## src/rtl/cdb_arbiter.sv

```systemverilog
`default_nettype none
// ============================================================================
// Module      : cdb_arbiter
// Description : Common data bus arbiter. Each functional unit hands one result
//               at a time into a one-entry holding buffer; every cycle up to
//               CDB_PORTS buffered results are granted and broadcast through a
//               registered CDB stage that feeds PRF writes, wakeup and ROB
//               completion.
//               Build option CDB_ARB_FIXED_PRIO_EN: when defined, fixed
//               priority (unit 0 highest) replaces round-robin and no rotating
//               pointer is kept.
// Revision    : 1.0 - initial release
// ============================================================================
module cdb_arbiter #(
    parameter int NUM_FU     = 4,
    parameter int CDB_PORTS  = 2,
    parameter int PHYS_WIDTH = 6,
    parameter int ROB_WIDTH  = 5
) (
    input  logic                                  clk,
    input  logic                                  rst_n,
    input  logic                                  flush,
    input  logic [NUM_FU-1:0]                     fu_valid,
    output logic [NUM_FU-1:0]                     fu_ready,
    input  logic [NUM_FU-1:0][PHYS_WIDTH-1:0]     fu_paddr,
    input  logic [NUM_FU-1:0][31:0]               fu_data,
    input  logic [NUM_FU-1:0][ROB_WIDTH-1:0]      fu_rob_idx,
    output logic [CDB_PORTS-1:0]                  cdb_valid,
    output logic [CDB_PORTS-1:0][PHYS_WIDTH-1:0]  cdb_paddr,
    output logic [CDB_PORTS-1:0][31:0]            cdb_data,
    output logic [CDB_PORTS-1:0][ROB_WIDTH-1:0]   cdb_rob_idx,
    output logic [CDB_PORTS-1:0]                  pregf_we
);

    localparam int c_IDX_W  = (NUM_FU > 1) ? $clog2(NUM_FU) : 1;
    localparam int c_PORT_W = (CDB_PORTS > 1) ? $clog2(CDB_PORTS) : 1;

    // Per-unit holding buffers
    logic [NUM_FU-1:0]                    r_buf_valid;
    logic [NUM_FU-1:0][PHYS_WIDTH-1:0]    r_buf_paddr;
    logic [NUM_FU-1:0][31:0]              r_buf_data;
    logic [NUM_FU-1:0][ROB_WIDTH-1:0]     r_buf_rob;

    // Registered CDB stage
    logic [CDB_PORTS-1:0]                 r_cdb_valid;
    logic [CDB_PORTS-1:0][PHYS_WIDTH-1:0] r_cdb_paddr;
    logic [CDB_PORTS-1:0][31:0]           r_cdb_data;
    logic [CDB_PORTS-1:0][ROB_WIDTH-1:0]  r_cdb_rob;

    // Arbitration results
    logic [NUM_FU-1:0]                    w_grant;
    logic [CDB_PORTS-1:0]                 w_port_vld;
    logic [CDB_PORTS-1:0][c_IDX_W-1:0]    w_port_src;
    logic [c_IDX_W-1:0]                   w_base;

`ifdef CDB_ARB_FIXED_PRIO_EN
    // Scan always starts at unit 0, so lower indices always win
    assign w_base = '0;
`else
    logic [c_IDX_W-1:0]                   r_rr_ptr;
    logic [c_IDX_W-1:0]                   w_last_idx;
    logic [c_IDX_W-1:0]                   w_rr_next;
    assign w_base = r_rr_ptr;
`endif

    // Scan buffers from the base index, handing the k-th occupied one to port k
    always_comb begin
        int                  v_cnt;
        logic [c_IDX_W-1:0]  v_idx;
        logic [c_PORT_W-1:0] v_pidx;
        w_grant    = '0;
        w_port_vld = '0;
        w_port_src = '0;
`ifndef CDB_ARB_FIXED_PRIO_EN
        w_last_idx = w_base;
`endif
        v_cnt      = 0;
        v_idx      = '0;
        v_pidx     = '0;
        for (int k = 0; k < NUM_FU; k++) begin
            v_idx = c_IDX_W'((int'(w_base) + k) % NUM_FU);
            if (r_buf_valid[v_idx] && (v_cnt < CDB_PORTS)) begin
                v_pidx             = c_PORT_W'(v_cnt);
                w_grant[v_idx]     = 1'b1;
                w_port_vld[v_pidx] = 1'b1;
                w_port_src[v_pidx] = v_idx;
`ifndef CDB_ARB_FIXED_PRIO_EN
                w_last_idx         = v_idx;
`endif
                v_cnt              = v_cnt + 1;
            end
        end
    end

    // A buffer is free when empty or when its entry leaves on this edge
    assign fu_ready = {NUM_FU{rst_n}} & (~r_buf_valid | w_grant);

    // Holding buffers: load on handshake, drain on grant, squash on flush
    always_ff @(posedge clk or negedge rst_n) begin
        if (!rst_n) begin
            r_buf_valid <= '0;
            r_buf_paddr <= '0;
            r_buf_data  <= '0;
            r_buf_rob   <= '0;
        end else if (flush) begin
            r_buf_valid <= '0;
        end else begin
            for (int i = 0; i < NUM_FU; i++) begin
                if (fu_valid[i] && fu_ready[i]) begin
                    r_buf_valid[i] <= 1'b1;
                    r_buf_paddr[i] <= fu_paddr[i];
                    r_buf_data[i]  <= fu_data[i];
                    r_buf_rob[i]   <= fu_rob_idx[i];
                end else if (w_grant[i]) begin
                    r_buf_valid[i] <= 1'b0;
                end
            end
        end
    end

    // CDB stage: granted entries broadcast for one cycle, idle ports read zero
    always_ff @(posedge clk or negedge rst_n) begin
        if (!rst_n) begin
            r_cdb_valid <= '0;
            r_cdb_paddr <= '0;
            r_cdb_data  <= '0;
            r_cdb_rob   <= '0;
        end else if (flush) begin
            r_cdb_valid <= '0;
            r_cdb_paddr <= '0;
            r_cdb_data  <= '0;
            r_cdb_rob   <= '0;
        end else begin
            for (int p = 0; p < CDB_PORTS; p++) begin
                if (w_port_vld[p]) begin
                    r_cdb_valid[p] <= 1'b1;
                    r_cdb_paddr[p] <= r_buf_paddr[w_port_src[p]];
                    r_cdb_data[p]  <= r_buf_data[w_port_src[p]];
                    r_cdb_rob[p]   <= r_buf_rob[w_port_src[p]];
                end else begin
                    r_cdb_valid[p] <= 1'b0;
                    r_cdb_paddr[p] <= '0;
                    r_cdb_data[p]  <= '0;
                    r_cdb_rob[p]   <= '0;
                end
            end
        end
    end

`ifndef CDB_ARB_FIXED_PRIO_EN
    assign w_rr_next = (w_last_idx == c_IDX_W'(NUM_FU - 1)) ? '0 : (w_last_idx + 1'b1);

    // Round-robin pointer moves one past the last winner; held across flush
    always_ff @(posedge clk or negedge rst_n) begin
        if (!rst_n) begin
            r_rr_ptr <= '0;
        end else if (!flush && (|w_grant)) begin
            r_rr_ptr <= w_rr_next;
        end
    end
`endif

    assign cdb_valid   = r_cdb_valid;
    assign cdb_paddr   = r_cdb_paddr;
    assign cdb_data    = r_cdb_data;
    assign cdb_rob_idx = r_cdb_rob;

    // x0 destinations complete in the ROB but never write the register file
    generate
        for (genvar p = 0; p < CDB_PORTS; p++) begin : g_pregf_we
            assign pregf_we[p] = r_cdb_valid[p] && (r_cdb_paddr[p] != '0);
        end
    endgenerate

endmodule
`default_nettype wire
```

## config.mk

```make
export PLATFORM = sky130hd
export DESIGN_NAME = cdb_arbiter
export DESIGN_NICKNAME = d
export VERILOG_FILES = /design/src/rtl/cdb_arbiter.sv
export SDC_FILE = /design/constraint.sdc
export NUM_CORES = 1
export LEC_CHECK = 0
export CORE_MARGIN = 1.5
export CORE_UTILIZATION = 45
export DETAILED_ROUTE_END_ITERATION = 6
export GPL_ROUTABILITY_DRIVEN = 0
export GPL_TIMING_DRIVEN = 0
export PLACE_DENSITY = 0.72
export SYNTH_ARGS = -nofsm -noshare
export SYNTH_HDL_FRONTEND = slang
export SYNTH_SLANG_ARGS = --single-unit
```

## constraint.sdc

```tcl
create_clock -name clk -period 6.7 [get_ports clk]
set_clock_uncertainty 0.15 [all_clocks]
set_input_delay 1.005 -clock clk [delete_from_list [all_inputs] [get_ports clk]]
set_output_delay 1.005 -clock clk [all_outputs]
set_load 0.005 [all_outputs]
```

==> results of run 1 <==
[logic make-up after synthesis]
kind of cell | Yosys count | synth area share
XOR/XNOR | 4 | 0.00269
buffers and inverters | 73 | 0.0447
multiplexers | 355 | 0.340
adder cells (fa/ha/maj) | 12 | 0.0113
AO/OA/AOI/OAI | 134 | 0.0676
AND/OR/NAND/NOR | 51 | 0.0235
flip-flops | 266 | 0.510
[registers in the layout, summed over array words and instances, names as in the netlist]
signal,count
cdb_valid,2
cdb_data,64
r_buf_valid,4
cdb_paddr,12
cdb_rob_idx,10
r_buf_rob,20
r_rr_ptr,2
r_buf_paddr,24
r_buf_data,128
[cell type report]
class / count / share of cell area
clock inverter: 19 / 0.0134
timing repair buffer: 274 / 0.160
buffer: 66 / 0.0320
sequential: 266 / 0.383
antenna: 4 / 0.000575
inverter: 7 / 0.00151
clock buffer: 37 / 0.0488
tap: 384 / 0.0276
multi-input combinational: 556 / 0.334
[routing by layer]
| layer | GRT usage | share of wire | up-vias |
|---|---|---|---|
| met5 | 0 | 0 | - |
| met3 | 0.0320 | 0.053 | 58 |
| met4 | 0.0645 | 0.020 | 0 |
| li1 | - | - | 3936 |
| met1 | 0.349 | 0.45 | 4600 |
| met2 | 0.397 | 0.48 | 315 |
[final timing paths]
path / startpoint / end / slack [ns] / cells past startpoint
max: r_rr_ptr[0]$_DFFE_PN0P_ / fu_ready[1] / 0.62 / 15
min: rst_n / r_buf_data[70]$_DFFE_PN0P_ / 0.30 / 1
max reg2reg: r_rr_ptr[0]$_DFFE_PN0P_ / cdb_data[40]$_DFF_PN0_ / 1.43 / 16
min reg2reg: r_buf_rob[1]$_DFFE_PN0P_ / r_buf_rob[1]$_DFFE_PN0P_ / 0.38 / 1
max in group asynchronous: rst_n / cdb_data[61]$_DFF_PN0_ / 4.79 / 3
min in group clk: r_buf_rob[1]$_DFFE_PN0P_ / r_buf_rob[1]$_DFFE_PN0P_ / 0.38 / 1
[cell usage in the layout (no fill, tap or decap), types with 3 or more instances in the layout]
cell	instances
nand2_1	18
clkdlybuf4s50_1	271
xnor2_1	4
buf_6	24
buf_12	4
a21oi_1	9
o22ai_1	90
mux4_2	5
mux2_4	159
ha_1	11
mux2_2	15
and2_1	3
inv_1	7
diode_2	4
clkbuf_1	10
clkbuf_8	5
dfrtp_1	266
mux2i_1	176
and3_1	7
buf_2	18
clkinv_2	10
a222oi_1	4
bufinv_16	5
clkbuf_16	31
a211o_1	3
buf_4	10
o21ai_0	10
[per-stage QoR]
stage | std cells | power [mW] | util | hold slack (ns)
final | 1613 | 8.28 | 0.608 | 0.303
after CTS | 1609 | 8.29 | 0.607 | 0.321
after floorplan | 895 | 5.18 | - | 0.352
after global placement | 1551 | 6.41 | 0.567 | 0.364
after detailed placement | 1553 | 6.48 | 0.570 | 0.369
after global routing | 1612 | 8.67 | 0.608 | 0.343
[where the power goes]
group | total (mW) | switching [mW] | leakage [nW] | internal, mW
clock network | 1.78 | 0.687 | 0.542 | 1.09
logic | 4.03 | 1.98 | 3.88 | 2.04
registers | 2.47 | 0.365 | 3.32 | 2.11
total | 8.28 | 3.04 | 7.74 | 5.24
==> results, run 1 <==
- The final setup violation count is 0.
- The final hold violation count was 0.
- In the finished design, the share of the clock period the worst path needs comes to 0.908.
- The initial utilization of the core area, before any placement, comes to 0.456.
- The net total in the final layout is 1391.
- In this run the core area contains 62 standard-cell rows.
- Of the post-synthesis cell area, the dominant cell type holds 0.510.
- For this run, the leading register cell type out of synthesis is dfrtp_1.
- The leakage power figure is 7.74 nW.
- The clock-pin slew reported for the worst setup and hold paths after clock tree synthesis is 0.06 ns.
- The placeable core area is 0.0286 mm2.
- The width of the die is 173 um.
- The maximum vdd drop is 0.231 mV.
- Dividing the detail-routed via count by the number of cells gives 5.52.
- The detailed router placed 8909 vias in this run.
- No sink is reached through more buffers than the 3 on the longest clock path.
- The count of TritonRoute iterations in the first routing pass is 5.
- For the worst setup path, the data required time is 5.54 ns.
- In the final layout, the multi-input gates occupy 0.00580 mm2.
- In this run the number of H-tree levels came out at 1.
- The CTS tree is yes.
- The post-synthesis async set-or-reset flop share is 1.00.
- The first routing iteration left 557 violations.
- Synthesis produced a netlist with a net count of 1085.
- The number of global-route vias before repair is 9247.
- The post-detailed-route DRC marker count is 0.
- The detail route stage leaves a number of antenna-violating nets equal to 0.
- The Yosys step of the flow raised 0 warnings.
- The remaining global-route overflow is 0.
- The cell area after layout is 0.0174 mm2.
- The number of sinks on the clock net is 266.
- The proportion of layout cells with a drive suffix above 1 is 0.249.
- STA classifies the critical path endpoint as an output port.
- In the global route stage, overall resource usage came out at 0.245.
- The clock reaches the later pin of the worst-skew pair after 0.55 ns.
- The average wire per standard cell is 23.1 um.
- After synthesis, the most frequently instantiated cells are dfrtp_1, mux2i_1, mux2_4, o22ai_1, buf_6.
- The area growth from synthesis to layout is 33.4%.
- The cell with the most instances after synthesis is dfrtp_1.
- The combined area of all synthesized cells is 0.0130 mm2.
- The post-placement worst setup slack is 1.23 ns.
- Each instance of the synthesized netlist takes up on average 14.6 um2.
- The area of placed instances is 0.0163 mm2.
- The cts-stage hold buffer count is 0.
- The number of filler instances in the final layout is 2176.
- The detailed placer's ending HPWL is 25.7 mm.
- Max-cap violations in this run came to 0.
- The cell type of the slowest stage on the worst timing path is o22ai_1.
- Gates resized during post-CTS repair numbered 0.
- The number of buffers created by CTS is 30.
- The maximum frequency from static timing analysis is 164 MHz.
- The first global-routing pass estimated 56.4 mm of wire.
- The number of top-level design ports is 273.
- Subtracting the final worst setup slack from the clock period gives 6.08 ns.
- The number of setup buffers added after CTS is 0.
- The register area is 0.00666 mm2.
- The share of synthesized area occupied by flip-flops and latches is 0.510.
- Clock tree synthesis selected as its root buffer the cell clkbuf_16.
- By area the synthesized netlist is led by dfrtp_1, mux2_4, mux2i_1, o22ai_1, buf_6.
- On the worst path, the slowest cell contributes a delay of 0.56 ns.
- Counting stages on the worst path, the most repeated cell is buf_6.
- The pin count of the biggest net entering global routing is 118.
- The number of buffers and inverters on the critical path is 6.
- The number of I/O port buffers is 272.
- STA puts the critical path data arrival time at 4.93 ns.
- Power spread over the standard cell area amounts to 476 mW/mm2.
- For the pin with the worst max-slew slack, the measured transition is 0.712 ns.
- The worst path setup slack after routing is 0.615 ns.
- The count of flip-flops with a built-in enable after synthesis is 0.
- The largest fanout on the critical path is 10.
- The number of distinct library cell variants in the gate-level netlist after synthesis is 52.
- The final number of max-transition violations is 0.
- The cell type with the largest total area after synthesis is dfrtp_1.
- Setup repair after global routing left no endpoint under its margin.
- The die height is 173 um.
- The critical path startpoint category is a flop.
- The startpoint-to-endpoint class of the critical path is flop to output port.
- The run finished with clean final reports.
- Walking the worst path, the cells encountered are buf_6 -> buf_2 -> inv_1 -> ha_1 -> buf_6 -> mux4_2 -> buf_6 -> ha_1 -> or2_2 -> o22ai_1 -> a222oi_1 -> a21boi_1 -> nand2_1 -> and2_1 -> clkdlybuf4s50_1.
- The area of the die is 0.0300 mm2.
- The setup total negative slack is 0 ns.
- The flip-flop and latch count after synthesis is 266.
- The remaining max-slew budget at the tightest pin is 0.525.
- The detailed-route wire length is 37.2 mm.
- The worst hold path belongs to the class input pin to async pin.
- The cell family with the largest share of critical-path delay is buffers and inverters.
- Synthesis handed over a netlist of 895 instances.
- The initial antenna violation count is 3.
Power figures use the tool's default switching activity.
==> run 2: changes to the inputs <==
- CORE_MARGIN: 1.5 -> not set
- CTS_BUF_LIST: not set -> sky130_fd_sc_hd__clkbuf_8
- TNS_END_PERCENT: not set -> 100
==> run 2 against run 1 <==
Non-clock buffer count unchanged. Routed wire length down 0.82%. Sequential power about the same. Core utilization up 0.54 points. Clock power down 13%. Sequential cell count unchanged. Maximum frequency down 0.67%. Worst setup slack worse by 0.041 ns. Critical path type unchanged. Critical endpoint unchanged. Largest cell class unchanged.
==> results, run 2 (synthesized netlist as in run 1, its figures left out) <==
- The run finished with clean final reports.
- The routed length on met1 is 16.7 mm.
- The initial antenna violation count came to 2.
- Data arrives at the worst endpoint at 4.97 ns.
- Setup repair after global routing left no endpoint under its margin.
- The register name with the most flops is r_buf_data.
- The library cell used most frequently in the layout, excluding fill and tap cells, is clkdlybuf4s50_1.
- The final number of max-transition violations is 0.
- The area of the die is 0.0297 mm2.
- The top routing layer in use is met5.
- The number of sinks on the clock net is 266.
- The instance count on the critical path is 15.
- In the final layout, the share of cells above drive strength 1 is 0.253.
- The biggest cell delay along the critical path is 0.54 ns.
- Across every metal layer, demand over resource in global routing totals 0.252.
- TritonCTS created 46 clock buffers.
- The first global-routing pass estimated 55.2 mm of wire.
- TritonCTS built the clock tree.
- The count of TritonRoute iterations in the first routing pass is 5.
- Hold is met by 0.307 ns.
- The net total in the final layout is 1407.
- The number of hold buffers added after CTS was 0.
- At the pin with the least slew margin, the transition time is 0.740 ns.
- The remaining max-slew budget at the tightest pin is 0.506.
- The iteration-0 DRC count of the detailed router is 614.
- For this run, the number of standard cells in the final layout without fillers is 1627.
- For this design the ratio of total power to cell area is 466 mW/mm2.
- The flip-flop count of the largest register, all copies and words added is 128.
- The critical path contains buffers and inverters numbering 6 combined.
- The analysis attributes to cell leakage a power of 7.75 nW.
- After global routing the overflow that remains totals 0.
- Walking the worst path, the cells encountered are buf_6 -> buf_2 -> inv_1 -> ha_1 -> buf_6 -> mux4_2 -> buf_6 -> ha_1 -> or2_2 -> o22ai_1 -> a222oi_1 -> a21boi_1 -> nand2_1 -> and2_1 -> clkdlybuf4s50_1.
- Clock-pin slew was measured on the worst setup and hold paths at 0.06 ns.
- Across the VDD grid, the largest voltage drop is 0.228 mV.
- The time the final worst path needs with I/O delays and setup is 6.13 ns.
- In this run the post-CTS setup repair buffer count came out at 0.
- The final setup violation count is 0.
- The average wire per standard cell is 22.7 um.
- The final hold violation count is 0.
- The met3 wire length is 1.87 mm.
- The startpoint-to-endpoint class of the critical path is flop to output port.
- The count of buffers added on input and output ports is 272.
- The maximum frequency from static timing analysis is 163 MHz.
- The worst hold-check path type is input pin to async pin.
- The pin count of the biggest net entering global routing is 109.
- The total number of placement rows is 61.
- The final period utilization is 0.914.
- The die height is 172 um.
- The cell family with the largest share of critical-path delay is buffers and inverters.
- The die is 172 um wide.
- Counting stages on the worst path, the most repeated cell is buf_6.
- The number of global-route vias before repair came to 9382.
- Including well taps, the total number of placed cells is 1547.
- The detailed-route wire length is 36.9 mm.
- The via count normalized by instance count is 5.45.
- The library cells used most frequently in the layout, excluding fill and tap cells, are clkdlybuf4s50_1, dfrtp_1, mux2i_1.
- The design draws 8.04 mW.
- The largest fanout on the critical path is 10.
- STA classifies the critical path endpoint as an output port.
- The clock latency of the later-clocked register in the worst-skew pair is 0.55 ns.
- The number of vias in the routed layout is 8867.
- The worst setup path is launched from a flop.
- The remaining antenna violation count after routing is 0.
- The post-detailed-route DRC marker count is 0.
- The effective utilization at floorplan is 0.463.
- The tree is rooted in a clkbuf_8.
- In this run, post-CTS repair resized a total of 0 instances.
- The placeable core area is 0.0282 mm2.
- The slowest stage of the critical path belongs to the cell o22ai_1.
- The number of maximum-capacitance violations is 0.
- The endpoint required time on the critical path is 5.54 ns.
- The number of top-level design ports is 273.
- The area growth from synthesis to layout is 32.4%.
- The routed design uses 17.4 mm of met2 wire.
- The maximum count of clock buffers along a single path is 3.
- For the worst flop-to-flop path, the logic depth is 16.
- The detailed placer's ending HPWL is 25.3 mm.
- The clock tree synthesis step divided the H-tree into 2 levels.
## run 2: path summary, 6_finish.rpt
kind | startpoint | endpoint | slack [ns]
hold reg to reg | r_buf_paddr[18]$_DFFE_PN0P_ | r_buf_paddr[18]$_DFFE_PN0P_ | 0.38
min in group clk | r_buf_paddr[18]$_DFFE_PN0P_ | r_buf_paddr[18]$_DFFE_PN0P_ | 0.38
max in group asynchronous | rst_n | cdb_paddr[0]$_DFF_PN0_ | 5.12
setup / recovery | r_rr_ptr[0]$_DFFE_PN0P_ | fu_ready[1] | 0.57
setup reg to reg | r_rr_ptr[0]$_DFFE_PN0P_ | cdb_rob_idx[7]$_DFF_PN0_ | 1.53
hold / removal | rst_n | cdb_data[38]$_DFF_PN0_ | 0.31
## run 2: layer usage
layer,vias up,track usage
met5,-,0
met1,4511,0.350
li1,3962,-
met2,332,0.404
met4,2,0.0793
met3,60,0.0394
## run 2: cell type report
type / instances / area (um2)
repair buffers: 274 / 2780
inverters: 7 / 26.3
fillers: 2169 / 10900
multi-input cells: 556 / 5800
well taps: 378 / 473
clock inverters: 17 / 128
flip-flops and latches: 266 / 6660
diodes: 2 / 5.00
plain buffers: 66 / 557
clock buffers: 61 / 840
## run 2: per-stage QoR
| step | utilization | TNS (ns) | worst slack [ns] | area, um2 |
|---|---|---|---|---|
| after floorplan | - | 0 | 2.34 | 13000 |
| after global placement | 0.577 | -3050.98 | -7.14 | 16200 |
| after detailed placement | 0.579 | 0 | 1.27 | 16300 |
| after CTS | 0.613 | 0 | 0.638 | 17300 |
| after global routing | 0.613 | 0 | 0.306 | 17300 |
| final | 0.613 | 0 | 0.574 | 17300 |
## run 2: where the power goes
group	internal (mW)	switching, mW
clock network	0.885	0.653
registers	2.11	0.360
logic	2.04	1.99
